===== src/rtl/stack_io_bridge.sv =====
// Page-1 stack RAM + byte I/O window behind the 8-bit core bus; page 0 passes through to program ROM.
// Latency: reads combinational in the same phase; all state updates on the next r_clk rise.
// Backpressure: TX FIFO stalls on tx_ready (overflow is flagged, not stalled); RX holds one byte via rx_ready.

module fifo_sync #(
    parameter int W  = 8,
    parameter int AW = 2
) (
    input  logic          r_clk,
    input  logic          reset,
    input  logic          wr_vld,
    input  logic [W-1:0]  wr_dat,
    input  logic          rd_rdy,
    output logic [W-1:0]  rd_dat,
    output logic [AW:0]   count,
    output logic          empty,
    output logic          full
);
    localparam int DEPTH = 1 << AW;

    logic [W-1:0]  mem [DEPTH];
    logic [AW-1:0] wr_ptr;
    logic [AW-1:0] rd_ptr;

    // Caller never writes a full FIFO without a same-edge read, nor reads an empty one.
    always_ff @(posedge r_clk or posedge reset) begin
        if (reset) begin
            wr_ptr <= '0;
            rd_ptr <= '0;
            count  <= '0;
        end else begin
            if (wr_vld) wr_ptr <= wr_ptr + 1'b1;
            if (rd_rdy) rd_ptr <= rd_ptr + 1'b1;
            case ({wr_vld, rd_rdy})
                2'b10:   count <= count + 1'b1;
                2'b01:   count <= count - 1'b1;
                default: ;
            endcase
        end
    end

    always_ff @(posedge r_clk) begin
        if (wr_vld) mem[wr_ptr] <= wr_dat;
    end

    assign rd_dat = mem[rd_ptr];
    assign empty  = (count == '0);
    assign full   = (count == (AW+1)'(DEPTH));
endmodule

module stack_io_bridge #(
    parameter logic [7:0] IO_BASE  = 8'hF0,
    parameter int         TX_DEPTH = 4,
    parameter int         TX_AW    = 2
) (
    input  logic       r_clk,
    input  logic       reset,
    input  logic [8:0] AB,
    input  logic [7:0] DO,
    input  logic       WE,
    output logic [7:0] DI,
    output logic [7:0] rom_addr,
    input  logic [7:0] rom_data,
    output logic [7:0] tx_data,
    output logic       tx_valid,
    input  logic       tx_ready,
    input  logic [7:0] rx_data,
    input  logic       rx_valid,
    output logic       rx_ready
);
    typedef struct packed {
        logic       tx_full;
        logic       tx_empty;
        logic       ovf;
        logic       rx_full;
        logic       rsvd;
        logic [2:0] count;
    } status_t;

    logic [7:0]   ram [256];
    logic         io_sel, ram_sel;
    logic [3:0]   offset;
    logic         push, stat_wr, rx_pop, drain, fifo_wr;
    logic         tx_full, tx_empty, ovf, rx_full;
    logic [7:0]   rx_byte, tx_head, io_rd_dat;
    logic [TX_AW:0] tx_count;
    logic [31:0]  cnt_ext;
    status_t      status;

    assign io_sel   = AB[8] && (AB[7:4] == IO_BASE[7:4]);
    assign ram_sel  = AB[8] && !io_sel;
    assign offset   = AB[3:0];
    assign push     = WE && io_sel && (offset == 4'h0);
    assign stat_wr  = WE && io_sel && (offset == 4'h1);
    assign rx_pop   = !WE && io_sel && (offset == 4'h2);
    assign drain    = tx_valid && tx_ready;
    // A push into a full FIFO only lands if the head leaves on the same edge.
    assign fifo_wr  = push && (!tx_full || drain);

    fifo_sync #(.W(8), .AW(TX_AW)) u_tx_fifo (
        .r_clk  (r_clk),
        .reset  (reset),
        .wr_vld (fifo_wr),
        .wr_dat (DO),
        .rd_rdy (drain),
        .rd_dat (tx_head),
        .count  (tx_count),
        .empty  (tx_empty),
        .full   (tx_full)
    );

    assign tx_valid = !tx_empty;
    assign tx_data  = tx_valid ? tx_head : 8'h00;
    assign rx_ready = !rx_full;
    assign rom_addr = AB[7:0];

    always_ff @(posedge r_clk or posedge reset) begin
        if (reset) begin
            ovf <= 1'b0;
        end else if (stat_wr) begin
            ovf <= 1'b0;
        end else if (push && tx_full && !drain) begin
            ovf <= 1'b1;
        end
    end

    always_ff @(posedge r_clk or posedge reset) begin
        if (reset) begin
            rx_full <= 1'b0;
            rx_byte <= 8'h00;
        end else if (rx_valid && rx_ready) begin
            rx_full <= 1'b1;
            rx_byte <= rx_data;
        end else if (rx_pop) begin
            rx_full <= 1'b0;
        end
    end

    // Stack contents deliberately survive reset.
    always_ff @(posedge r_clk) begin
        if (WE && ram_sel) ram[AB[7:0]] <= DO;
    end

    assign cnt_ext = 32'(tx_count);

    always_comb begin
        status          = '0;
        status.tx_full  = tx_full;
        status.tx_empty = tx_empty;
        status.ovf      = ovf;
        status.rx_full  = rx_full;
        status.count    = (cnt_ext > 32'd7) ? 3'd7 : cnt_ext[2:0];
    end

    always_comb begin
        io_rd_dat = 8'h00;
        case (offset)
            4'h1:    io_rd_dat = status;
            4'h2:    io_rd_dat = rx_byte;
            default: io_rd_dat = 8'h00;
        endcase
    end

    always_comb begin
        DI = rom_data;
        if (ram_sel)     DI = ram[AB[7:0]];
        else if (io_sel) DI = io_rd_dat;
    end
endmodule


===== config.mk =====
export PLATFORM = sky130hd
export DESIGN_NAME = stack_io_bridge
export DESIGN_NICKNAME = d
export VERILOG_FILES = /design/src/rtl/stack_io_bridge.sv
export SDC_FILE = /design/constraint.sdc
export NUM_CORES = 2
export LEC_CHECK = 0
export CAP_MARGIN = 20
export CORE_ASPECT_RATIO = 0.5
export CORE_MARGIN = 1
export CORE_UTILIZATION = 45
export DETAILED_ROUTE_END_ITERATION = 6
export GPL_TIMING_DRIVEN = 1
export SYNTH_ARGS = -nofsm -noshare
export SYNTH_HDL_FRONTEND = slang
export SYNTH_HIERARCHICAL = 1
export SYNTH_SLANG_ARGS = --single-unit

===== constraint.sdc =====
create_clock -name r_clk -period 3.77 [get_ports r_clk]
set_input_delay 0.754 -clock r_clk [delete_from_list [all_inputs] [get_ports r_clk]]
set_output_delay 0.754 -clock r_clk [all_outputs]
set_load 0.01 [all_outputs]

* After elaboration in Yosys (flattened, before gate mapping)
Memories as Yosys holds them, arrays and structs flattened. Cells that the tools add are included.
Operators by class: add/sub/neg operators 4, order comparisons 1, eq/ne operators 6, multiplexer cells 14, reductions and logical operators 25
Operators with widths (number):
- $mux 8 | 3
- $pmux 8 s2 | 1
- $logic_and 1x1->1 | 13
- $mux 1 | 8
- $logic_not 1->1 | 6
- $pmux 3 s2 | 1
- $reduce_bool 2->1 | 3
- $add 2x1->2 const B | 2
- $eq 4x1->1 const B | 1
- $eq 4x2->1 const B | 1
- $eq 4x4->1 const B | 1
- $logic_not 4->1 | 1
- $add 3x1->3 const B | 1
- $eq 3x3->1 const B | 1
- $gt 3x3->1 const B | 1
- $logic_not 3->1 | 1
- $mux 3 | 1
- $sub 3x1->3 const B | 1
- $eq 2x1->1 const B | 1
- $eq 2x2->1 const B | 1
- $logic_or 1x1->1 | 1
Storage, ports and cells: register bits 17, memory bits (writable) 2080, word-level logic and storage cells 58, memories kept 2
Memory list:
- ram | words 256, bits a word 8, rd ports 1, clocked after memory_dff 0, write ports 1, line 80 | logic [7:0] ram [256];
- u_tx_fifo.mem | words 4, bits a word 8, rd ports 1, clocked after memory_dff 0, write ports 1, line 21 | logic [W-1:0] mem [DEPTH];

* Depth between registers and ports, before layout
word-level depth 8, gate-level depth with buffers 15

* By module
Netlist, hierarchy kept.
Modules (own cells, without submodules):
- stack_io_bridge | instances 1, cells each 4049, area an instance 79493.7 um2, sequential area each 61028.5 um2
- fifo_sync | instances 1, cells each 79, area an instance 1556.5 um2, sequential area each 1136.1 um2

* Worst setup path after synthesis
Ideal clock, no wire load.
path kind input port to output port, from input AB[0], to output DI[5], arrival 2675 ps, required time 3016 ps, slack 341 ps, cell stages on the path 9, buffers on the path 4, path through buf_6 -> buf_4 -> buf_4 -> buf_2 -> mux4_2 -> o22ai_1 -> nor4_1 -> o31ai_1 -> nand3_1
On the way: cells in the longest elaborated chain, start to end 4, elaborated cells between the ends (all ways) 6, classes of those cells 2 x eq/ne; 3 x mux; 1 x memory
RTL lines:
- start, declared | line 58 | input logic [8:0] AB,
- branches (longest 3 deep; another with $mem_v2 256x8)
- $mux 8 * | line 166 | if (ram_sel) DI = ram[AB[7:0]];
- end, declared | line 61 | output logic [7:0] DI,
Every way passes the cells marked *.

* Final worst setup path
from input AB[4], to output DI[6]
On the way: cells in the longest elaborated chain, start to end 5, elaborated cells between the ends (all ways) 7, classes of those cells 1 x eq/ne; 2 x mux; 3 x reduce/logical; 1 x memory
RTL lines (line):
- branches (longest 4 deep; another with $mem_v2 256x8)
- $mux 8 * | 166
Marks and branches as above.

==> impl_metrics.env <==
export IMPL_status="finished with violations"
export IMPL_violations="setup timing"
export IMPL_area_growth_pct=22.9
export IMPL_die_w_um=602
export IMPL_ir_worst_vdd_v=0.000319
export IMPL_crit_path_max_fanout=15
export IMPL_gp_routability_congestion=0.886
export IMPL_avgRoutedWirePerCell_um=29.2
export IMPL_avgViaCountPerCell=5.87
export IMPL_grt_overflow=0
export IMPL_p_leak_nw=33.7
export IMPL_cts_made_buffers=189
export IMPL_seq_area_frac_synth_pct=76.7
export IMPL_power_per_cell_area_nw_per_um2=480
export IMPL_cts_sinks=2073
export IMPL_power_mw=47.8
export IMPL_layout_min_cycle_time_ps=4100
export IMPL_synth_avg_cell_area_um2=19.6
export IMPL_start_kind="input pin"
export IMPL_worst_pin_slew_ps=972
export IMPL_setup_ws_ps=-335
export IMPL_worstPathArrival_ps=3350
export IMPL_cts_htree_levels=4
export IMPL_die_y_um=302
export IMPL_async_reset_ff_share_pct=0.820
export IMPL_critPathCaptureType="primary output"
export IMPL_critPathKind="input pin to primary output"
export IMPL_maxCapViolCount=0
export IMPL_grt_pass1_vias=44628
export IMPL_setup_viol=8
export IMPL_cts_tree="done"
export IMPL_synth_top_cell_by_area="edfxtp_1"
export IMPL_clk_pin_slew_ps=60
export IMPL_yosys_warnings=6
export IMPL_synth_cell_types=68
export IMPL_max_slew_margin_pct=35.2
export IMPL_grt_pass1_wl_um=319000
export IMPL_root_buffer="clkbuf_16"
export IMPL_cp_required_ps=3020
export IMPL_rows=109
export IMPL_design_portCount=64
export IMPL_clkLatencyLatePin_ps=830
export IMPL_ys_ff_latch=2073
export IMPL_die_area_um2=182000
export IMPL_synth_edf_count=2056
export IMPL_grt_max_degree=107
export IMPL_drt_iter0_drc=5717
export IMPL_drt_total_wl_um=223000
export IMPL_grt_total_usage_pct=24.4
export IMPL_synth_ff_type="edfxtp_1"
export IMPL_port_buffers=63
export IMPL_layout_common_cells="edfxtp_1 (2056), buf_4 (694), mux4_2 (329)"
export IMPL_hold_viol=0
export IMPL_rsz0062_at_grt="true"
export IMPL_ant_nets=0
export IMPL_final_common_cell="edfxtp_1"
export IMPL_synth_top_cell_area_share_pct=76.2
export IMPL_netlist_top_cells_area="edfxtp_1 (76%), mux4_2 (9.1%), mux2i_1 (4.0%), nor2_1 (1.4%), o22ai_1 (1.2%)"
export IMPL_fin_area_um2=99600
export IMPL_finalMaxSlewViolations=0
export IMPL_skew_ps=16.9
export IMPL_drc_errors=0
export IMPL_antenna_found_initial=5
export IMPL_drive_above_1_share_pct=32.9
export IMPL_pre_cts_ws_ps=-1660
export IMPL_hold_path_class="input pin to async pin"
export IMPL_fin_crit_sh_pct=109
export IMPL_clk_path_buf_depth=4
export IMPL_syn_area_um2=81100
export IMPL_via_count=44738
export IMPL_core_um2=178000
export IMPL_place_area_um2=90800
export IMPL_postSynthCellCount=4128
export IMPL_start_util_pct=45.6
export IMPL_layout_nets=5140
export IMPL_fmax_mhz=244
export IMPL_drtPass1Iterations=5
export IMPL_hpwlAfterDp_um=145000
-- repair_timing --
item,CTS,global route
gates resized for setup,354,63
gates cloned,14,2
hold buffers,0,0
pin swaps,63,34
setup endpoints to repair,8,8
buffers inserted,58,14
-- worst max-delay path, stage by stage --
cell and delay (ps):
buf_6 140, buf_6 150, buf_12 160, buf_4 190, nand3_1 150, nand3_2 180
buf_12 200, buf_4 210, nor2_1 340, buf_4 300, o311ai_4 190, o2111ai_4 190
buf_6 150
-- final cells by class --
class                   instances  area (µm²)
fillers                     13316       78100
diodes                          2        5.00
flip-flops and latches       2073       62200
repair buffers                929        9320
well taps                    2386        2990
clock buffers                 243        5040
clock inverters                86         753
inverters                      16        60.1
multi-input cells            1887       19300
-- metal layers --
| metal | part of all wire, % | global-route usage [%] |
|---|---|---|
| met1 | 42 | 35.6 |
| met2 | 46 | 38.0 |
| met3 | 8.7 | 4.15 |
| met4 | 2.9 | 7.12 |
| met5 | 0 | 0 |
-- cells in the mapped netlist, drive strengths merged (5+ instances only) --
master,count
and3,8
edfxtp,2056
nor2,294
nand2b,10
o21ai,55
a21oi,59
dfrtp,17
a22oi,79
o211ai,7
a2111oi,7
nand3,43
o22ai,152
mux4,329
mux2i,324
buf,164
nand2,78
a221oi,7
a21o,6
a32o,6
and2,17
nor3,17
nor4,30
clkbuf,91
mux2,64
a211oi,22
or4,7
a22o,16
o31ai,7
a31oi,23
o211a,12
inv,16
nor2b,37
ha,5
a311oi,6
nand4,5
-- path summary, 6_finish.rpt --
kind / from / to / slack, ps / depth (start not counted)
worst min-delay path: reset / u_tx_fifo/count[0] / 220 / 2
worst max register to register: u_tx_fifo/count[0] / u_tx_fifo/count[2] / 1230 / 13
worst min register to register: rx_byte[1] / rx_byte[1] / 520 / 1
worst max-delay path: AB[4] / DI[6] / -330 / 13
max in group asynchronous: reset / rx_byte[2] / 3020 / 2
min in group r_clk: rx_byte[1] / rx_byte[1] / 520 / 1
-- state kept, by name (all words and copies together), names as in the netlist --
signal	flops
ovf	1
ram	2024
rx_byte	8
rx_full	1
u_tx_fifo/count	3
u_tx_fifo/mem	32
u_tx_fifo/rd_ptr	2
u_tx_fifo/wr_ptr	2
-- logic make-up (layout without fill, tap and decap cells) --
| group | count (synthesis) | after routing | share of synthesized area (%) |
|---|---|---|---|
| xor gates and xnor gates | 6 | 6 | 0.0648 |
| and+or+nand+nor | 574 | 574 | 3.30 |
| muxes | 717 | 717 | 14.0 |
| AOI/OAI and AO/OA | 480 | 480 | 3.96 |
| adders and majority gates | 6 | 6 | 0.102 |
| DFF | 2073 | 2073 | 76.7 |
| other | 1 | 106 | 0.00463 |
| buffers and inverters | 271 | 1274 | 1.84 |
-- power breakdown --
part | total [mW] | switching (mW) | internal, mW
registers | 25.6 | 0.110 | 25.5
logic | 3.72 | 2.07 | 1.66
clock network | 18.5 | 8.23 | 10.3
total | 47.8 | 10.4 | 37.4
-- metrics by stage --
stage | TNS, ps | hold WS (ps) | cells | util [%]
after floorplan | 0 | 472 | 4231 | -
after global placement | -11390 | 494 | 7212 | 51.1
after detailed placement | -11520 | 506 | 7212 | 51.1
after CTS | -2060 | 189 | 7608 | 55.8
after global routing | -2530 | 242 | 7622 | 56.1
final | -2310 | 224 | 7622 | 56.1
Power figures use the tool's default switching activity.
